===== config.mk =====
export PLATFORM = sky130hd
export DESIGN_NAME = bin2bcd_seq_flat
export DESIGN_NICKNAME = d
export VERILOG_FILES = /design/src/rtl/bin2bcd_seq_if.sv /design/src/rtl/bin2bcd_seq.sv /design/src/flat_wrapper.sv
export SDC_FILE = /design/constraint.sdc
export NUM_CORES = 1
export LEC_CHECK = 0
export CAP_MARGIN = 20
export CORE_MARGIN = 2
export CORE_UTILIZATION = 35
export DETAILED_ROUTE_END_ITERATION = 12
export MAX_ROUTING_LAYER = met4
export PLACE_DENSITY_LB_ADDON = 0.15
export SLEW_MARGIN = 0
export SYNTH_ARGS = -nofsm -noshare
export SYNTH_HDL_FRONTEND = slang
export SYNTH_SLANG_ARGS = --single-unit

===== constraint.sdc =====
create_clock -name i_clk -period 2.3 [get_ports i_clk]
set_clock_uncertainty 0.15 [all_clocks]
set_input_delay 0.46 -clock i_clk [delete_from_list [all_inputs] [get_ports i_clk]]
set_output_delay 0.46 -clock i_clk [all_outputs]
set_load 0.01 [all_outputs]

===== src/rtl/bin2bcd_seq_if.sv =====
// Request/result bundle between a binary producer and bin2bcd_seq.
// The producer drives start/bin and the converter returns busy/done/overflow and the BCD word.
interface bin2bcd_seq_if #(
  parameter int DISPLAYS_NUM = 4,
  parameter int BIN_WIDTH    = 14
);
  logic                      i_start;
  logic [BIN_WIDTH-1:0]      i_bin;
  logic                      o_busy;
  logic                      o_done;
  logic                      o_overflow;
  logic [DISPLAYS_NUM*4-1:0] o_bcd_data;

  modport master (
    output i_start, i_bin,
    input  o_busy, o_done, o_overflow, o_bcd_data
  );

  modport slave (
    input  i_start, i_bin,
    output o_busy, o_done, o_overflow, o_bcd_data
  );
endinterface


===== src/rtl/bin2bcd_seq.sv =====
// Sequential double-dabble binary-to-BCD converter, one bit per clock, saturating to all nines.
// Latency BIN_WIDTH+2 edges from accepted start to o_done; starts are ignored while busy, never queued.
module bin2bcd_seq #(
  parameter int DISPLAYS_NUM = 4,
  parameter int BIN_WIDTH    = 14
) (
  input logic         i_clk,
  input logic         i_rst,
  bin2bcd_seq_if.slave bus
);
  localparam int DW = DISPLAYS_NUM * 4;
  localparam int CW = $clog2(BIN_WIDTH + 1);

  function automatic logic [63:0] pow10(input int n);
    logic [63:0] r;
    r = 64'd1;
    for (int k = 0; k < n; k++) r = r * 64'd10;
    return r;
  endfunction

  localparam logic [63:0] MAX = pow10(DISPLAYS_NUM) - 64'd1;

  typedef enum logic [1:0] {IDLE, SHIFT, DONE} state_t;

  state_t               state_q, state_d;
  logic [BIN_WIDTH-1:0] bin_q, bin_d;
  logic [BIN_WIDTH-1:0] sh_q, sh_d;
  logic [DW-1:0]        scr_q, scr_d, scr_adj;
  logic [CW-1:0]        cnt_q, cnt_d;
  logic [DW-1:0]        bcd_q, bcd_d;
  logic                 ovf_q, ovf_d;
  logic                 busy_q, busy_d;
  logic                 done_q, done_d;

  always_ff @(posedge i_clk) begin
    if (!i_rst) begin
      state_q <= IDLE;
      bin_q   <= '0;
      sh_q    <= '0;
      scr_q   <= '0;
      cnt_q   <= '0;
      bcd_q   <= '0;
      ovf_q   <= 1'b0;
      busy_q  <= 1'b0;
      done_q  <= 1'b0;
    end else begin
      state_q <= state_d;
      bin_q   <= bin_d;
      sh_q    <= sh_d;
      scr_q   <= scr_d;
      cnt_q   <= cnt_d;
      bcd_q   <= bcd_d;
      ovf_q   <= ovf_d;
      busy_q  <= busy_d;
      done_q  <= done_d;
    end
  end

  always_comb begin
    state_d = state_q;
    bin_d   = bin_q;
    sh_d    = sh_q;
    scr_d   = scr_q;
    cnt_d   = cnt_q;
    bcd_d   = bcd_q;
    ovf_d   = ovf_q;
    done_d  = 1'b0;

    for (int k = 0; k < DISPLAYS_NUM; k++) begin
      scr_adj[4*k +: 4] = (scr_q[4*k +: 4] >= 4'd5) ? scr_q[4*k +: 4] + 4'd3 : scr_q[4*k +: 4];
    end

    case (state_q)
      IDLE: begin
        if (bus.i_start) begin
          bin_d   = bus.i_bin;
          sh_d    = bus.i_bin;
          scr_d   = '0;
          cnt_d   = CW'(BIN_WIDTH);
          state_d = SHIFT;
        end
      end
      SHIFT: begin
        // Bits shifted out of the top digit are dropped; the overflow compare covers them.
        scr_d = {scr_adj[DW-2:0], sh_q[BIN_WIDTH-1]};
        sh_d  = sh_q << 1;
        cnt_d = cnt_q - CW'(1);
        if (cnt_q == CW'(1)) state_d = DONE;
      end
      DONE: begin
        if (64'(bin_q) > MAX) begin
          bcd_d = {DISPLAYS_NUM{4'h9}};
          ovf_d = 1'b1;
        end else begin
          bcd_d = scr_q;
          ovf_d = 1'b0;
        end
        done_d  = 1'b1;
        state_d = IDLE;
      end
      default: state_d = IDLE;
    endcase

    busy_d = (state_d != IDLE);
  end

  assign bus.o_busy     = busy_q;
  assign bus.o_done     = done_q;
  assign bus.o_overflow = ovf_q;
  assign bus.o_bcd_data = bcd_q;
endmodule


===== src/flat_wrapper.sv =====
// flat-port wrapper written by rule: the top's interface ports become plain ports
module bin2bcd_seq_flat 
#(
  parameter int DISPLAYS_NUM = 4,
  parameter int BIN_WIDTH    = 14
)
  (i_clk, i_rst, bus_i_start, bus_i_bin, bus_o_busy, bus_o_done, bus_o_overflow, bus_o_bcd_data);
  bin2bcd_seq_if #(.DISPLAYS_NUM(DISPLAYS_NUM), .BIN_WIDTH(BIN_WIDTH)) bus_i ();
  input logic i_clk;
  input logic i_rst;
  input wire logic [$bits(bus_i.i_start)-1:0] bus_i_start;
  input wire logic [$bits(bus_i.i_bin)-1:0] bus_i_bin;
  output wire logic [$bits(bus_i.o_busy)-1:0] bus_o_busy;
  output wire logic [$bits(bus_i.o_done)-1:0] bus_o_done;
  output wire logic [$bits(bus_i.o_overflow)-1:0] bus_o_overflow;
  output wire logic [$bits(bus_i.o_bcd_data)-1:0] bus_o_bcd_data;
  assign bus_i.i_start = bus_i_start;
  assign bus_i.i_bin = bus_i_bin;
  assign bus_o_busy = bus_i.o_busy;
  assign bus_o_done = bus_i.o_done;
  assign bus_o_overflow = bus_i.o_overflow;
  assign bus_o_bcd_data = bus_i.o_bcd_data;
  bin2bcd_seq #(.DISPLAYS_NUM(DISPLAYS_NUM), .BIN_WIDTH(BIN_WIDTH)) u_core (.i_clk(i_clk), .i_rst(i_rst), .bus(bus_i));
endmodule

### Word-level counts from Yosys, hierarchy flattened

Cells that the tools add are included.

* bits in latches: 0
* bits in writable memories: 0
* output and inout port bits: 19
* logic and storage cells: 44
* memories: 0
* register bits after elaboration: 69
* bits in read-only memories: 0

* div/mod/pow operators: 0
* bitwise logic cells: 0
* shift operators: 0
* equal/unequal tests: 4
* add/sub/neg operators: 5
* multiply operators: 0
* order comparisons: 5
* mux-type cells: 16
* reductions and logical operators: 5

Operators with widths (count)
* 16-bit two-way mux: 2
* 16-bit one-hot mux with 2 select lines: 1
* 14-bit one-hot mux with 2 select lines: 1
* 4-bit by 3-bit greater-or-equal comparator with 1-bit output, second input constant: 4
* 4-bit two-way mux: 4
* 14-bit greater-than comparator, second input constant: 1
* 14-bit two-way mux: 1
* 4-bit by 2-bit adder with 4-bit output, second input constant: 3
* 4-bit one-hot mux with 2 select lines: 1
* 4-bit by 1-bit equality test with 1-bit output, second input constant: 1
* 2-bit two-way mux: 2
* 2-bit one-hot mux with 2 select lines: 1
* 2-bit AND reduction: 2
* 2-bit nonzero test: 2
* 4-bit by 1-bit subtractor with 4-bit output, second input constant: 1
* 3-bit by 2-bit adder with 3-bit output, second input constant: 1
* 3-bit two-way mux: 1
* 2-bit by 1-bit equality test with 1-bit output, second input constant: 1
* 2-bit equality test, second input constant: 1
* 2-bit logical NOT: 1
* 1-bit two-way mux: 2
* 2-bit inequality test, second input constant: 1

### Logic depth before layout (Yosys ltp)

Gate-level depths: netlist (run 1).

* depth after elaboration: 4
* depth in mapped cells: 6

### Worst setup path after synthesis (run 1)

Ideal clock, no wire load.

* path type: reg-to-reg
* start point: reg u_core.scr_q[9]
* end point: reg u_core.scr_q[10]
* period minus slack after synthesis: 1.624 ns
* stages on the path, launching flop included: 7
* arrival: 1.399 ns
* library setup time: 0.074 ns
* slack: 0.676 ns
* cell sequence: dfxtp_1 inv_1 ha_1 nand2b_1 a21oi_1 mux2_2 o21ai_0

* word-level cells in the longest chain between the ends: 3
* elaborated cells between the ends (all ways): 4

Ends and longest elaborated chain
* start: declaration: line bin2bcd_seq.sv:28 `logic [DW-1:0] scr_q, scr_d, scr_adj;`
* start signal: assignment: line bin2bcd_seq.sv:50 `scr_q <= scr_d;`
* 4-bit by 2-bit adder with 4-bit output or 4-bit by 3-bit greater-or-equal comparator with 1-bit output (tied branches): line bin2bcd_seq.sv:70 `scr_adj[4*k +: 4] = (scr_q[4*k +: 4] >= 4'd5) ? scr_q[4*k +: 4] + 4'd3 : scr_q[4*k +: 4];`
* 4-bit two-way mux *: line bin2bcd_seq.sv:70
* 16-bit one-hot mux with 2 select lines *: line bin2bcd_seq.sv:73 `case (state_q)`

Mark *: on every way between the ends. The rest lies on a longest branch, timed or not.
A chain may end at the register's enable or synchronous reset.

### Final worst setup path (run 1)

* start point: in bus_i_start
* end point: reg u_core.scr_q[8]

* word-level cells in the longest chain between the ends: 2

Ends and longest elaborated chain
* start: declaration: line flat_wrapper.sv:11 `input wire logic [$bits(bus_i.i_start)-1:0] bus_i_start;`
* 2-bit inequality test (no line)
* 2-bit AND reduction (no line)

No other way between the ends.

==> results of run 1 <==
==> cell usage after synthesis (2+ instances only) <==
cell,n,area [um2]
dfxtp_1,65,1300
nand2_1,63,236
nor2_1,24,90.1
a21oi_1,19,95.1
o21ai_0,12,60.1
inv_1,11,41.3
a311oi_2,10,150
ha_1,10,125
o221a_2,9,101
a22o_1,8,70.1
buf_2,8,40.0
o31ai_1,7,52.6
buf_6,5,56.3
nand2b_1,5,31.3
xnor2_1,5,43.8
a32oi_1,4,35.0
mux2_2,4,45.0
xor2_1,4,35.0
a311oi_1,3,26.3
buf_4,3,22.5
and2_1,2,12.5
==> layer usage <==
metal	part of all wire, %	track usage (%)	up-vias
li1	-	-	1113
met3	3.8	4.33	6
met4	1.4	5.80	0
met2	45	24.2	31
met1	50	21.1	1036
met5	0	-	-
==> worst reg2reg max path, cell delays in order, from the launching register on <==
cell      delay (ps)
dfxtp_1          380
inv_1            100
ha_1             170
nand2b_1         130
a21oi_1          310
mux2_2           370
o21ai_0          130
==> metrics by stage <==
step                      power, mW  setup WS, ps  cell area (um2)  instances
after CTS                      2.33           443             3420        438
after floorplan                1.41           676             2830        296
final                          2.30           461             3420        438
after detailed placement       1.48           108             3250        422
after global routing           2.42           290             3420        438
after global placement         1.48           139             3250        422
==> final timing paths <==
path,startpoint,to,slack [ps],depth (start not counted)
min reg2reg,u_core.bin_q[10],u_core.bin_q[10],310,2
min,u_core.bin_q[10],u_core.bin_q[10],310,2
max reg2reg,u_core.scr_q[1],u_core.scr_q[2],480,6
max,bus_i_start,u_core.scr_q[8],460,5
==> flip-flops by register name, indices dropped and copies added (netlist names) <==
signal                 count
u_core.bin_q              10
u_core.bus.o_bcd_data     16
u_core.bus.o_busy          1
u_core.bus.o_done          1
u_core.bus.o_overflow      1
u_core.cnt_q               4
u_core.scr_q              16
u_core.sh_q               14
u_core.state_q             2
==> area by class of cell <==
cell class | count | area share, %
inverter | 11 | 1.21
clock buffer | 9 | 3.62
tap | 102 | 3.73
sequential | 65 | 38.1
timing repair buffer | 42 | 12.1
multi-input combinational | 202 | 39.8
clock inverter | 7 | 1.39
==> logic make-up (layout without fill, tap and decap cells) <==
group | Yosys count | in the layout
AOI/OAI and AO/OA | 78 | 78
DFF | 65 | 65
xor gates and xnor gates | 9 | 9
muxes | 4 | 4
adders and majority gates | 10 | 10
buffers and inverters | 29 | 69
and+or+nand+nor | 101 | 101
==> power breakdown <==
group          total, mW  leakage (nW)  internal, mW  switching [mW]
clock              0.840        0.0850         0.388           0.452
combinational      0.252         0.635         0.111           0.141
sequential          1.21         0.530          1.17          0.0331
==> impl_metrics.csv, run 1 <==
group,metric,value,unit
status,status,"finished clean",
floorplanning,dieArea,8830,um2
logic_synthesis,synth_top_family_by_area,"compound AO/OA/AOI/OAI gates",
clock_network,cts.sinks,65,
sta,holdWs,308,ps
clock_network,path_clk_slew,70,ps
sta,hold_viol_final,0,
sta,period_share,80.0,%
worst_setup_path,critPathArrivalTime,1940,ps
worst_setup_path,cp_max_fo,11,
worst_setup_path,path_class,"in2reg",
logic_synthesis,synthMuxAreaShare,1.59,%
logic_synthesis,ys_seq_elements,65,
finish,layout_common_cells,"dfxtp_1, nand2_1, clkdlybuf4s50_1, nor2_1, a21oi_1",
worst_hold_path,hold_path.class,"reg2reg",
detailed_routing,ant_nets,0,
logic_synthesis,synthSimpleGateAreaFrac,15.8,%
floorplanning,coreArea,7770,um2
placement,dp_hpwl,4200,um
logic_synthesis,synthArstFlopShare,0,%
detailed_routing,route.vias.total,2186,
logic_synthesis,syn_nets,323,
floorplanning,num_rows,32,
logic_synthesis,seq_area_frac_synth,46.0,%
logic_synthesis,synth_flop_cell,"dfxtp_1",
worst_setup_path,start_kind,"primary input",
grt,grt_pass1_wl,10600,um
finish,fillers,811,
finish,multiInputGateArea,1360,um2
worst_setup_path,crit_family,"simple AND/OR/NAND/NOR gates",
clock_network,numCtsBuffers,9,
power_and_ir_drop,ir_drop,313,uV
logic_synthesis,syn_avg_cell_area,9.57,um2
clock_network,clockRootBuffer,"clkbuf_8",
finish,drive_above_1_share,16.1,%
sta,rsz0062_at_grt,"no",
detailed_routing,first_iter_violations,81,
logic_synthesis,synth_xor_xnor_area_share,2.78,%
floorplanning,fp.dieH,93.9,um
clock_network,clk_latency,340,ps
logic_synthesis,synth_area,2830,um2
floorplanning,die_x,93.9,um
detailed_routing,drt_pass1_iterations,4,
sta,fmax,544,MHz
detailed_routing,viasPerCell,4.99,
detailed_routing,drc,0,
worst_setup_path,critPathMaxStageDelay,600,ps
logic_synthesis,synth_compound_area_share,23.6,%
finish,n_antenna_cell,0,
placement,port_buffers,35,
logic_synthesis,ys_types,36,
detailed_routing,wl_per_cell,14.5,um
sta,setup_tns,0,ps
finish,syn2layout_area_growth,20.8,%
worst_setup_path,required,2400,ps
worst_setup_path,crit_chain,"clkdlybuf4s50_1, o21ba_2, nor2_1, nand2_1, o31ai_1",
grt,grt_start_max_net_pins,31,
clock_network,htree_num_levels,3,
sta,slew_headroom,47.5,%
sta,timing.final.crit_period,1840,ps
clock_network,cts_hold_buffers,0,
clock_network,ctsResizeCount,0,
logic_synthesis,syn_inst,296,
grt,grt_pass1_vias,2095,
worst_setup_path,cp_num_buf_inv,1,
sta,worst_pin_slew,785,ps
sta,setup_viol,0,
worst_setup_path,cp-end-kind,"flop",
grt,grtUsageTotal,16.2,%
clock_network,tritoncts,"yes",
finish,finalNetCount,358,
grt,antenna_found_initial,0,
worst_setup_path,slowest_stage,"nor2_1",
power_and_ir_drop,powerDensity,672,nW/um2
detailed_routing,routed_wl,6340,um
clock_network,cts_buffer_depth,2,
floorplanning,start_util,36.5,%
grt,grt-ovfl-total,0,
finish,regArea,1300,um2
placement,gp_congestion,0.774,
run,maxCapViolCount,0,
finish,layout_commonest_cell,"dfxtp_1",
logic_synthesis,synth_edf_count,0,
power_and_ir_drop,power.leakage,1.25,nW
clock_network,cts_setup_buffers,0,
logic_synthesis,synth-adder-area-share,4.42,%
sta,drv_slew,0,
logic_synthesis,ys_warn_count,0,
finish,fin_util,44.0,%
floorplanning,io_pins,36,
No activity file was read; power rests on OpenSTA's default activity.
==> inputs of run 2 (changes only) <==
Clock period 2.3 ns to 1.7 ns, I/O delays scaled along.
==> run 2 against run 1 <==
Net effect: final cell count increased by 4.8%; non-clock buffer count increased by 21; die area unchanged; critical path type is now reg2reg; largest cell class unchanged; highest routed layer unchanged.
==> impl_metrics.csv, run 2 (synthesis gave the netlist of run 1 again) <==
group,metric,value,unit
detailed_routing,routed_wl,6410,um
floorplanning,num_rows,32,
finish,n_antenna_cell,0,
detailed_routing,first_iter_violations,106,
clock_network,cts.sinks,65,
finish,syn2layout_area_growth,29.2,%
worst_hold_path,hold_path.class,"reg2reg",
detailed_routing,drc,0,
clock_network,tritoncts,"yes",
placement,gp_congestion,0.771,
grt,top_usage_layer,"met2",
clock_network,clk_latency,340,ps
worst_setup_path,cp-end-kind,"flop",
clock_network,cts_hold_buffers,0,
sta,timing.final.crit_period,1600,ps
floorplanning,coreArea,7770,um2
placement,place_ws,-149,ps
worst_setup_path,required,1820,ps
finish,drive_above_1_share,23.8,%
floorplanning,io_pins,36,
placement,dp_hpwl,4510,um
clock_network,cts_buffer_depth,2,
status,status,"finished clean",
clock_network,clockRootBuffer,"clkbuf_8",
sta,worst_pin_slew,582,ps
sta,holdWs,306,ps
placement,port_buffers,35,
sta,drv_slew,0,
worst_setup_path,cp_max_fo,5,
detailed_routing,ant_nets,0,
finish,fin_util,47.1,%
worst_setup_path,start_kind,"flop",
grt,grtUsageTotal,15.9,%
grt,grtUsageMet2,24.2,%
power_and_ir_drop,finalPower,3.47,mW
clock_network,htree_num_levels,3,
power_and_ir_drop,power.leakage,1.49,nW
grt,grt-ovfl-total,0,
grt,grt_util_met1,20.0,%
finish,postLayoutCellArea,3660,um2
sta,slew_headroom,61.1,%
sta,fmax,626,MHz
floorplanning,start_util,36.5,%
sta,period_share,94.0,%
grt,grt_start_max_net_pins,24,
run,maxCapViolCount,0,
grt,met3_usage,4.74,%
power_and_ir_drop,powerDensity,948,nW/um2
sta,setup_viol,0,
grt,grt_pass1_wl,10600,um
floorplanning,fp.dieH,93.9,um
sta,hold_viol_final,0,
detailed_routing,drt_pass1_iterations,4,
grt,antenna_found_initial,0,
worst_setup_path,critPathArrivalTime,1710,ps
power_and_ir_drop,ir_drop,560,uV
worst_setup_path,path_class,"reg2reg",
detailed_routing,route.vias.total,2249,
clock_network,cts_setup_buffers,0,
finish,fin_cells,459,
finish,layout_commonest_cell,"nand2_1",
sta,rsz0062_at_grt,"no",
detailed_routing,viasPerCell,4.90,
clock_network,path_clk_slew,70,ps
floorplanning,die_x,93.9,um
finish,layout_common_cells,"nand2_1, dfxtp_1, buf_4, nor2_1, dlygate4sd2_1",
clock_network,numCtsBuffers,9,
placement,post_dp_cell_area,3430,um2
floorplanning,dieArea,8830,um2
sta,fin_ws,102,ps
placement,place_inst,443,
detailed_routing,wl_per_cell,14.0,um
grt,grt_pass1_vias,2191,
finish,finalNetCount,379,
sta,setup_tns,0,ps
==> run 2: cell count changes in the layout (fill, tap and decap cells not counted), sizes merged, moves of 2 or more <==
cell / change
dlymetal6s2s: +2
dlygate4sd2: +17
clkdlybuf4s50: -19
buf: +21
bufinv: +2
clkinv: -3
==> run 2: power breakdown <==
group / internal, mW / switching [mW]
Combinational: 0.184 / 0.196
Sequential: 1.59 / 0.0434
Clock: 0.825 / 0.631
==> run 2: what timing repair did <==
action,4_1_cts,5_1_grt
resized for setup,17,14
setup endpoints to repair,17,8
cloned,0,0
==> run 2: metal layers <==
layer  part of all wire, %  up-vias
met2                    46       36
met1                    48     1055
li1                      -     1147
met4                   2.4        0
met5                     0        -
met3                   4.1       11
==> run 2: critical path, stage by stage (launching register included) <==
cell and delay, ps:
dfxtp_2 360, inv_1 100, ha_2 210, nand2b_1 70, a21oi_2 170, mux2_2 340, o21ai_0 130
==> run 2: cell type report <==
| cell class | instances | area (um2) |
|---|---|---|
| fillers | 780 | 4110 |
| multi-input cells | 202 | 1380 |
| flip-flops and latches | 65 | 1310 |
| repair buffers | 63 | 582 |
| well taps | 102 | 128 |
| clock buffers | 9 | 124 |
| clock inverters | 7 | 93.8 |
| inverters | 11 | 41.3 |
==> run 2: path summary, 6_finish.rpt <==
kind / start / to / slack, ps / cells after the start
min: u_core.bin_q[12] / u_core.bin_q[12] / 310 / 2
max: u_core.scr_q[0] / u_core.scr_q[2] / 100 / 6
min reg2reg: u_core.bin_q[12] / u_core.bin_q[12] / 310 / 2
max reg2reg: u_core.scr_q[0] / u_core.scr_q[2] / 100 / 6
==> inputs of run 3 (changes only) <==
Settings changed: CAP_MARGIN 20 to 40.
==> results of run 3 <==
Same layout as run 2: the final DEF is identical, and so are final timing and power.
